===== src/rtl/bomb_fuse.sv =====
// Bomb fuse and blast controller: arms on bomb_check, counts frames to
// detonation, pulses explode, then holds a clipped cross flame region.
// Ports: frame_clk, Reset_n (async active-low); bomb_check, bombX, bombY,
//   range, trigger_in in; explode, flame_active, flame_x0/x1/y0/y1,
//   flame_cx/cy, fuse_left, armed out (all registered).
// Macro BOMB_CHAIN_DETONATION_EN: trigger_in forces detonation in ARMED.
module bomb_fuse #(
  parameter int unsigned FUSE_FRAMES  = 120,
  parameter int unsigned FLAME_FRAMES = 30,
  parameter int unsigned TILE         = 16,
  parameter int unsigned MAX_RANGE    = 3,
  parameter int unsigned X_MAX        = 639,
  parameter int unsigned Y_MAX        = 479
) (
  input  logic       frame_clk,
  input  logic       Reset_n,
  input  logic       bomb_check,
  input  logic [9:0] bombX,
  input  logic [9:0] bombY,
  input  logic [2:0] range,
  input  logic       trigger_in,
  output logic       explode,
  output logic       flame_active,
  output logic [9:0] flame_x0,
  output logic [9:0] flame_x1,
  output logic [9:0] flame_y0,
  output logic [9:0] flame_y1,
  output logic [9:0] flame_cx,
  output logic [9:0] flame_cy,
  output logic [7:0] fuse_left,
  output logic       armed
);

  typedef enum logic [1:0] {
    S_IDLE,
    S_ARMED,
    S_BLAST
  } state_t;

  state_t     state;
  logic [7:0] flame_cnt;
  logic       trig;

`ifdef BOMB_CHAIN_DETONATION_EN
  assign trig = trigger_in;
`else
  logic unused_trig;
  assign unused_trig = trigger_in;
  assign trig = 1'b0;
`endif

  logic [2:0]  rng;
  logic [10:0] len;
  logic [10:0] bx;
  logic [10:0] by;
  logic [10:0] sx;
  logic [10:0] sy;
  logic [9:0]  x0_n;
  logic [9:0]  x1_n;
  logic [9:0]  y0_n;
  logic [9:0]  y1_n;

  // Arm length in pixels; sums kept 11 bits so clipping sees the carry.
  always_comb begin
    rng = range;
    if (range == 3'd0)
      rng = 3'd1;
    else if (32'(range) > MAX_RANGE)
      rng = 3'(MAX_RANGE);
    len = 11'(rng) * 11'(TILE);
    bx  = {1'b0, bombX};
    by  = {1'b0, bombY};
    sx  = bx + len;
    sy  = by + len;
    x0_n = (bx >= len) ? 10'(bx - len) : 10'd0;
    y0_n = (by >= len) ? 10'(by - len) : 10'd0;
    x1_n = (sx > 11'(X_MAX)) ? 10'(X_MAX) : sx[9:0];
    y1_n = (sy > 11'(Y_MAX)) ? 10'(Y_MAX) : sy[9:0];
  end

  always_ff @(posedge frame_clk or negedge Reset_n) begin
    if (!Reset_n) begin
      state        <= S_IDLE;
      flame_cnt    <= 8'd0;
      explode      <= 1'b0;
      flame_active <= 1'b0;
      flame_x0     <= 10'd0;
      flame_x1     <= 10'd0;
      flame_y0     <= 10'd0;
      flame_y1     <= 10'd0;
      flame_cx     <= 10'd0;
      flame_cy     <= 10'd0;
      fuse_left    <= 8'd0;
      armed        <= 1'b0;
    end else begin
      explode <= 1'b0;
      unique case (state)
        S_IDLE: begin
          if (bomb_check) begin
            state     <= S_ARMED;
            armed     <= 1'b1;
            fuse_left <= 8'(FUSE_FRAMES);
          end
        end
        S_ARMED: begin
          // A cancelled bomb never explodes, even on its last frame.
          if (!bomb_check) begin
            state     <= S_IDLE;
            armed     <= 1'b0;
            fuse_left <= 8'd0;
          end else if (fuse_left == 8'd1 || trig) begin
            state        <= S_BLAST;
            armed        <= 1'b0;
            fuse_left    <= 8'd0;
            explode      <= 1'b1;
            flame_active <= 1'b1;
            flame_cnt    <= 8'(FLAME_FRAMES);
            flame_cx     <= bombX;
            flame_cy     <= bombY;
            flame_x0     <= x0_n;
            flame_x1     <= x1_n;
            flame_y0     <= y0_n;
            flame_y1     <= y1_n;
          end else begin
            fuse_left <= fuse_left - 8'd1;
          end
        end
        S_BLAST: begin
          if (flame_cnt == 8'd1) begin
            state        <= S_IDLE;
            flame_cnt    <= 8'd0;
            flame_active <= 1'b0;
          end else begin
            flame_cnt <= flame_cnt - 8'd1;
          end
        end
        default: state <= S_IDLE;
      endcase
    end
  end

endmodule


===== config.mk =====
export PLATFORM = sky130hd
export DESIGN_NAME = bomb_fuse
export DESIGN_NICKNAME = d
export VERILOG_FILES = /design/src/rtl/bomb_fuse.sv
export SDC_FILE = /design/constraint.sdc
export NUM_CORES = 1
export LEC_CHECK = 0
export ABC_AREA = 1
export CORE_ASPECT_RATIO = 1.25
export CORE_UTILIZATION = 40
export CTS_BUF_LIST = sky130_fd_sc_hd__clkbuf_4 sky130_fd_sc_hd__clkbuf_8 sky130_fd_sc_hd__clkbuf_16
export CTS_CLUSTER_DIAMETER = 150
export DETAILED_ROUTE_END_ITERATION = 16
export PLACE_DENSITY = 0.75
export SETUP_SLACK_MARGIN = 0.5
export SYNTH_ARGS = -nofsm -noshare
export SYNTH_HDL_FRONTEND = slang
export SYNTH_SLANG_ARGS = --single-unit

===== constraint.sdc =====
create_clock -name frame_clk -period 3.9 [get_ports frame_clk]
set_clock_uncertainty 0.15 [all_clocks]
set_input_delay 0.585 -clock frame_clk [delete_from_list [all_inputs] [get_ports frame_clk]]
set_output_delay 0.585 -clock frame_clk [all_outputs]
set_load 0.1 [all_outputs]

== Word-level counts from Yosys, hierarchy flattened ==
Index checks and enable logic that the tools add are counted.
Cells by class
  add/subtract/negate cells: 6
  $lt $le $gt $ge: 5
  equality and inequality tests: 9
  muxes and demuxes: 30
  reductions and logical operators: 10
Operators by type and width (count)
  8-bit two-way mux: 6
  10-bit two-way mux: 4
  8-bit case mux with 2 select lines: 2
  10-bit by 7-bit adder with 11-bit output: 2
  10-bit by 7-bit greater-or-equal comparator with 1-bit output: 2
  10-bit by 7-bit subtractor with 10-bit output: 2
  8-bit by 1-bit equality test with 1-bit output (second input constant): 2
  8-bit by 1-bit subtractor with 8-bit output (second input constant): 2
  3-bit AND reduction: 4
  11-bit by 10-bit greater-than comparator with 1-bit output (second input constant): 1
  11-bit by 9-bit greater-than comparator with 1-bit output (second input constant): 1
  1-bit two-way mux: 9
  2-bit two-way mux: 4
  2-bit != test (second input constant): 4
  3-bit two-way mux: 2
  2-bit case mux with 3 select lines: 1
  1-bit case mux with 2 select lines: 2
  4-bit AND reduction: 1
  2-bit nonzero test: 2
  3-bit by 2-bit greater-than comparator with 1-bit output (second input constant): 1
  3-bit zero test: 1
  3-bit != test (second input constant): 1
  2-bit by 1-bit equality test with 1-bit output (second input constant): 1
  2-bit equality test (second input constant): 1
  other kinds (2): 2
Word-level totals
  register bits: 81
  input bits: 27
  output and inout bits: 71
  logic and storage cells: 72

== Logic depth before layout (Yosys ltp) ==
  word-level depth: 6
  gate-level depth with buffers: 14
  gate-level depth less buffers: 14

== Least setup slack after synthesis ==
Ideal clock, no wire load.
  kind: input to register
  start point: input port range[2]
  end point: register flame_x1[7]
  library setup time: 0.124 ns
  arrival time: 2.305 ns
  required time: 3.626 ns
  path slack: 1.321 ns
  stages: 11
  buffers on the path: 0
  path through: or3b_2 > ha_1 > fa_1 > nand2_1 > nand2_1 > inv_1 > nand3_1 > nand2_1 > nand3_4 > inv_1 > nor2_1
On the way
  longest elaborated chain between the ends: 6
  elaborated cells between the ends (all ways): 7
  classes of those cells: 1 x add/sub; 2 x order compare; 3 x mux; 1 x reduce/logical
RTL lines
  start: declaration: line 20  | input logic [2:0] range,
  3-bit by 2-bit greater-than comparator with 1-bit output: line 68  | else if (32'(range) > MAX_RANGE)
  3-bit two-way mux: line 68
  3-bit two-way mux *: line 66  | if (range == 3'd0)
  10-bit by 7-bit adder with 11-bit output *: line 73  | sx = bx + len;
  11-bit by 10-bit greater-than comparator with 1-bit output: line 77  | x1_n = (sx > 11'(X_MAX)) ? 10'(X_MAX) : sx[9:0];
  10-bit two-way mux *: line 77
  end signal: assignment: line 121  | flame_x1 <= x1_n;
  end: declaration: line 25  | output logic [9:0] flame_x1,
Every way passes the cells marked *; elsewhere a longest branch is shown, timed or not.
A chain may end at the register's enable or synchronous reset.

== Worst setup path in the final report ==
  start point: input port range[1]
  end point: register flame_x1[2]
On the way
  longest elaborated chain between the ends: 6
  elaborated cells between the ends (all ways): 7
  classes of those cells: 1 x add/sub; 2 x order compare; 3 x mux; 1 x reduce/logical
RTL lines (line)
  3-bit by 2-bit greater-than comparator with 1-bit output: 68
  3-bit two-way mux: 68
  3-bit two-way mux *: 66
  10-bit by 7-bit adder with 11-bit output *: 73
  11-bit by 10-bit greater-than comparator with 1-bit output *: 77
  10-bit two-way mux *: 77
Marked as above.

==> results_dict.tcl <==
set metrics [dict create \
    cts_max_path_buffers 2 \
    syn_to_final_growth_pct 33.4 \
    setup_viol 0 \
    clk_latency_ns 0.33 \
    antenna_cells 0 \
    grt_usage_pct 20.2 \
    worstReg2RegStart "fuse_left[0]" \
    yosys.area_share.xor_xnor_pct 2.76 \
    num_vias 3633 \
    first_pass_iters 4 \
    place_congestion 0.919 \
    ys_seq_area_share_pct 49.1 \
    cts_root_buf "clkbuf_16" \
    fp.dieArea_mm2 0.0107 \
    netlist_instances 504 \
    first_iter_violations 175 \
    cts.htree.levels 3 \
    cts.sinks 81 \
    dieWidth_um 92.9 \
    status "complete, no violations" \
    powerDensity_mw_per_mm2 597 \
    via_per_inst 4.92 \
    cp_slowest_stage_delay_ns 0.52 \
    path_class "in -> reg" \
    cts_hold_buf 0 \
    cts_tree "done" \
    dp_cells 722 \
    synth_area_leaders "dfrtp_1, nand2_1, inv_1, ha_1, nand3_1" \
    min_path_type "in -> async" \
    critical_path.cell_chain "clkdlybuf4s50_1 -> or3b_2 -> ha_1 -> fa_1 -> nand2_1 -> nand2_1 -> nor3_1 -> o21ai_1 -> nand3_4 -> nand3_1" \
    muxShareOfSynthArea_pct 0 \
    initial_core_util_pct 41.1 \
    avgSynthCellArea_um2 8.19 \
    row_count 41 \
    fin_crit_sh_pct 75.5 \
    hold_viol 0 \
    fin_crit_ns 2.94 \
    yosysWarnings 0 \
    crit_path_frequent_cell "nand2_1" \
    boundaryPins 98 \
    final_cell_count_no_fill 738 \
    die_h_um 116 \
    io_buffers 96 \
    slew_headroom_pct 31.7 \
    synth-seq-cells 81 \
    tightest_slew_ns 1.02 \
    dp_hpwl_um 7590 \
    grt_pass1_wl_um 16800 \
    fp.coreArea_mm2 0.0101 \
    grt_overflow 0 \
    drive_above_1_share_pct 4.93 \
    r2r_setup_slack_ns 1.38 \
    cp-start-kind "primary input" \
    worstSetupStartpoint "range[1]" \
    worst_ep_required_time_ns 3.96 \
    wl_um 10100 \
    maxCapViolations 0 \
    maxSlewViolCount 0 \
    crit_path_end "flame_x1[2]" \
    finalSetupTns_ns 0 \
    drc 0 \
    synth_top_family_by_area "simple AND/OR/NAND/NOR gates" \
    synth_cell_types 33 \
    synth_simple_gate_area_share_pct 23.6 \
    fmax_mhz 340 \
    slowest_stage "or3b_2" \
    synth_top_area_share_pct 49.1 \
    synth_top_cell_by_area "dfrtp_1" \
    leakage_nw 2.76 \
    rsz0062_at_grt "false" \
    rr_endpoint "flame_y0[9]" \
    wl_per_cell_um 13.7 \
    ant_nets 0 \
    cts-buffers-inserted 9 \
    nets 651 \
    post_synth_fa_ha_maj_area_fraction_pct 6.79 \
    cts-resized-gates 0 \
    first_global_vias 3637 \
    crit_fanout 9 \
    synth_compound_area_share_pct 9.76 \
    ir_worst_vdd_uv 261 \
    hold_ws_ns 0.275 \
    utilization_pct 54.8 \
    clk_pin_slew_ns 0.06 \
    reg2regPathDepth 7 \
    cts_setup_buffers 0 \
    antenna_found_initial 0 \
    finalPower_w 0.00329 \
    syn_area_mm2 0.00413 \
    arrival_ns 3.00 \
    grt_max_degree 82 \
    end_kind "register" \
]
## area by class of cell
class                   count  area [µm²]
clock buffers              14         269
clock inverters             2        37.5
fillers                   951        4550
inverters                  67         253
multi-input cells         347        1790
flip-flops and latches     81        2030
well taps                 129         161
repair buffers             98         973
## routing by layer
metal,global-route usage [%],part of all wire (%),vias up
met5,0,0,-
met4,8.92,1.6,0
met3,4.00,5.2,17
met2,35.1,51,113
met1,24.3,42,1716
li1,-,-,1787
## cells in the mapped netlist
cell / n
a21boi_0: 1
a31oi_1: 1
nand2_2: 2
buf_2: 6
nand3_4: 1
buf_6: 2
inv_1: 65
or3b_2: 1
nor2_1: 38
a21oi_1: 13
xor2_1: 12
nor2_2: 1
ha_1: 16
nand4_1: 5
clkbuf_1: 1
o21bai_1: 2
nand3_1: 33
dfrtp_1: 81
o22ai_1: 3
a22oi_1: 1
a211oi_2: 1
inv_2: 1
nor3_1: 4
or2_2: 3
o21ai_1: 23
nand2_1: 145
o21ai_0: 31
conb_1: 2
clkinv_2: 1
fa_1: 4
buf_4: 2
xnor2_1: 1
or2_0: 1
## per-stage QoR
stage | area [µm²] | setup WS (ns)
finish | 5510 | 0.956
global route | 5510 | 0.792
CTS | 5510 | 0.966
detailed placement | 5200 | 0.616
global placement | 5200 | 0.701
floorplan | 4140 | 1.32
## state kept, by name, indices dropped and copies added, names as in the netlist
| signal | count |
|---|---|
| explode | 1 |
| armed | 1 |
| flame_active | 1 |
| state | 2 |
| fuse_left | 8 |
| flame_x0 | 10 |
| flame_x1 | 10 |
| flame_cx | 10 |
| flame_y1 | 10 |
| flame_cy | 10 |
| flame_y0 | 10 |
| flame_cnt | 8 |
## power by group
group	switching [W]	internal (W)
registers	0.0000988	0.000972
clock network	0.000316	0.000542
logic	0.00101	0.000353
total	0.00142	0.00187
## cell families after synthesis
logic type	count (synthesis)
DFF	81
xor gates and xnor gates	13
adders and majority gates	20
and+or+nand+nor	234
AOI/OAI and AO/OA	76
other	2
buffers and inverters	78
## critical path: cells and delay by family
family / cells / cell delay [ns]
buffers and inverters: 1 / 0.47
AND/OR/NAND/NOR: 6 / 1.17
adder cells (fa/ha/maj): 2 / 0.62
AO/OA/AOI/OAI: 1 / 0.16
## placed cells by master, fill, tap and decap left out, drive strengths merged, types with 2 or more instances in the layout
cell type and count:
clkdlybuf4s50 95, a21oi 13, buf 3, or2 4, nand2 147, inv 66
nand4 5, fa 4, nor3 4, o21bai 2, conb 4, clkbuf 14
dfrtp 81, o22ai 3, nor2 39, ha 16, o21ai 54, nand3 34
xor2 12
## worst min-delay path by stage
stage                            from           to  slack (ns)  cells past startpoint
final                         Reset_n  flame_cx[3]        0.27                      1
after global routing          Reset_n  flame_cx[3]        0.36                      1
after CTS                     Reset_n  flame_cx[3]        0.32                      1
after detailed placement  flame_cx[6]  flame_cx[6]        0.32                      2
after global placement    flame_x1[8]  flame_x1[8]        0.32                      2
after floorplan               Reset_n        armed        0.14                      0
(Power assumes the default switching activity.)
==> edit: new RTL, same settings <==
Make the reset (`Reset_n`) synchronous in one clocked block. Comments in the files are not updated.
--- a/src/rtl/bomb_fuse.sv
+++ b/src/rtl/bomb_fuse.sv
@@ -80,3 +80,3 @@
 
-  always_ff @(posedge frame_clk or negedge Reset_n) begin
+  always_ff @(posedge frame_clk) begin
     if (!Reset_n) begin
Check against the original RTL: differs if Reset_n is asserted again (counterexample within 4 cycles, from zero or initial values and one cycle with Reset_n low); with Reset_n held inactive, the same outputs for 10 cycles.
==> edit against the original RTL <==
Via count rose by 8.2%. Non-clock buffer count unchanged. Hold slack better by 0.010 ns. Cell area is 2.9% lower. Sequential cell count unchanged. Synthesized cell count grew 11%. Register-to-register slack improved by 0.36 ns. Wire length is 0.58% higher. Area after synthesis down 3.3%. Worst setup slack worse by 0.091 ns. Highest routed layer unchanged.
Power is not compared: it rests on default switching activity, and its combinational part moved more than twofold at a synthesized area within 25%.
==> edit: results (changes against the original RTL) <==
Global routing
  – Grt met3 use: 4.53% (+0.53 points)
  – GRT Overall Usage: 21.1% (+0.85 points)
  – Initial antenna violation count: 0 (unchanged)
  – Largest net degree at the start of global routing: 53 (-35%)
  – First-pass GRT wire length: 17600 um (+4.6%)
  – Vias in the first global route: 3818 (+5.0%)
  – GR Layer Usage met2: 38.1% (+3.0 points)
  – Met1 global-route usage: 24.4% (+0.042 points)

Routing
  – Number of detailed-route iterations in the first pass: 4 (unchanged)
  – Residual DRC: 0 (unchanged)
  – Wirelength, routed: 10200 um (+0.58%)
  – Vias: 3931 (+8.2%)
  – Detailed Route Iter0 Violations: 241 (+38%)

Synth
  – Top post-synthesis cells by area: dfxtp_1 41%, nand2_1 12%, a21oi_1 7.5%
  – Ys async rst share: 0% (-100 points)
  – Top cells by count, synth: 129 x nand2_1, 81 x dfxtp_1, 66 x nor2_1, 65 x inv_1, 60 x a21oi_1
  – Warnings from Yosys: 0 (unchanged)
  – Yosys cell types: 34 (+3.0%)
  – Sequential fraction of the synthesis area: 40.6% (-8.5 points)

Min path
  – Hold Crit Class: register to register
  – Hold Path Origin: flame_y1[9]

Timing
  – Final Setup Violations: 0 (unchanged)
  – Worst Max-Slew Pin Slew: 1.02 ns (-0.00358 ns)
  – Worst Hold Margin: 0.285 ns (+0.0101 ns)

Clock tree
  – Inserted Clock Buffers: 9 (unchanged)
  – Post-CTS setup buffers: 0 (unchanged)
  – Longest Clk Path Bufs: 2 (unchanged)
  – Root buf cell: clkbuf_16
  – Clock Pin Slew Worst Setup and Hold Paths: 0.07 ns
  – Post-cts sizing count: 0 (unchanged)
  – H-tree depth: 3 (unchanged)

Critical path
  – Critical Path AT: 3.11 ns (+0.11 ns)
  – Crit-path max FO: 5 (-4)
  – Worst path max stage delay: 0.47 ns (-0.05 ns)
  – Start point of the critical path: range[2]
  – Max stage delay cell, worst path: fa_1
  – RR Startpoint: state[1]
  – Top delay family on crit path: simple AND/OR/NAND/NOR gates

Placed design
  – Post-DP HPWL: 7510 um (-1.0%)
  – GPL Wtd Cong: 0.905 (-1.5%)
  – Pre-CTS setup slack: 0.508 ns (-0.108 ns)
  – Post-DP Area: 5040 sq um (-3.2%)
  – IO buf count: 96 (unchanged)

Finish
  – Share of cells above drive strength 1: 5.48% (+0.55 points)
  – Diode count: 0 (unchanged)
  – Nets@finish: 699 (+7.4%)

Run status
  – Status: completed

Pwr
  – Leak Pwr: 0.00229 uW
-- edit: cell types whose count changed after synthesis, moves of 5 or more --
cell      delta
nor2_1      +28
o21ai_1     -18
nor2_2       +5
nand2_1     -16
dfxtp_1     +81
dfrtp_1     -81
a21oi_1     +47
clkbuf_1     +8
-- edit: kinds of logic (layout without fill, tap and decap cells) --
group | count (synthesis) | after routing | share of synthesized area (%)
adders and majority gates | 20 | 20 | 7.02
AOI/OAI and AO/OA | 107 | 107 | 14.3
other | 2 | 4 | 0.188
xor gates and xnor gates | 13 | 13 | 2.85
and+or+nand+nor | 248 | 248 | 26.0
DFF | 81 | 81 | 40.6
buffers and inverters | 89 | 184 | 9.02
-- edit: layer usage --
metal / up-vias / share of wire [%]
met5: - / 0
met4: 0 / 1.6
met3: 15 / 5.9
met2: 120 / 51
met1: 1822 / 41
li1: 1974 / -
-- edit: worst register-to-register path, stage by stage (launching register included) --
cell and delay (ns):
dfxtp_1 0.33, inv_1 0.09, nand2_2 0.10, nor2_2 0.17, nand4_4 0.12, inv_2 0.59, nand2_1 0.26, nor2_1 0.14
a21oi_1 0.05, nor2_1 0.09
-- edit: final timing paths --
check	endpoint	slack, ns	cells after the start
setup / recovery	flame_y1[0]	0.86	14
hold / removal	flame_y1[9]	0.28	2
setup reg to reg	flame_x0[2]	1.74	9
hold reg to reg	flame_y1[9]	0.28	2
-- edit: where the power goes --
group,switching [uW],internal (uW)
combinational,236,110
clock,368,509
sequential,11.5,843
total,616,1460
-- edit: final cells by class --
type | count | area (sq um)
clock inverter | 7 | 86.3
clock buffer | 9 | 225
timing repair buffer | 98 | 976
sequential | 81 | 1620
multi-input combinational | 392 | 2020
tap | 126 | 158
inverter | 70 | 263
fill | 892 | 4310
-- edit: metrics by stage --
step	util [%]	total power, uW	std cells
after floorplan	-	1120	562
after global placement	52.1	1210	767
after detailed placement	52.1	1220	767
after CTS	55.4	2090	783
after global routing	55.4	2170	783
final	55.4	2080	783
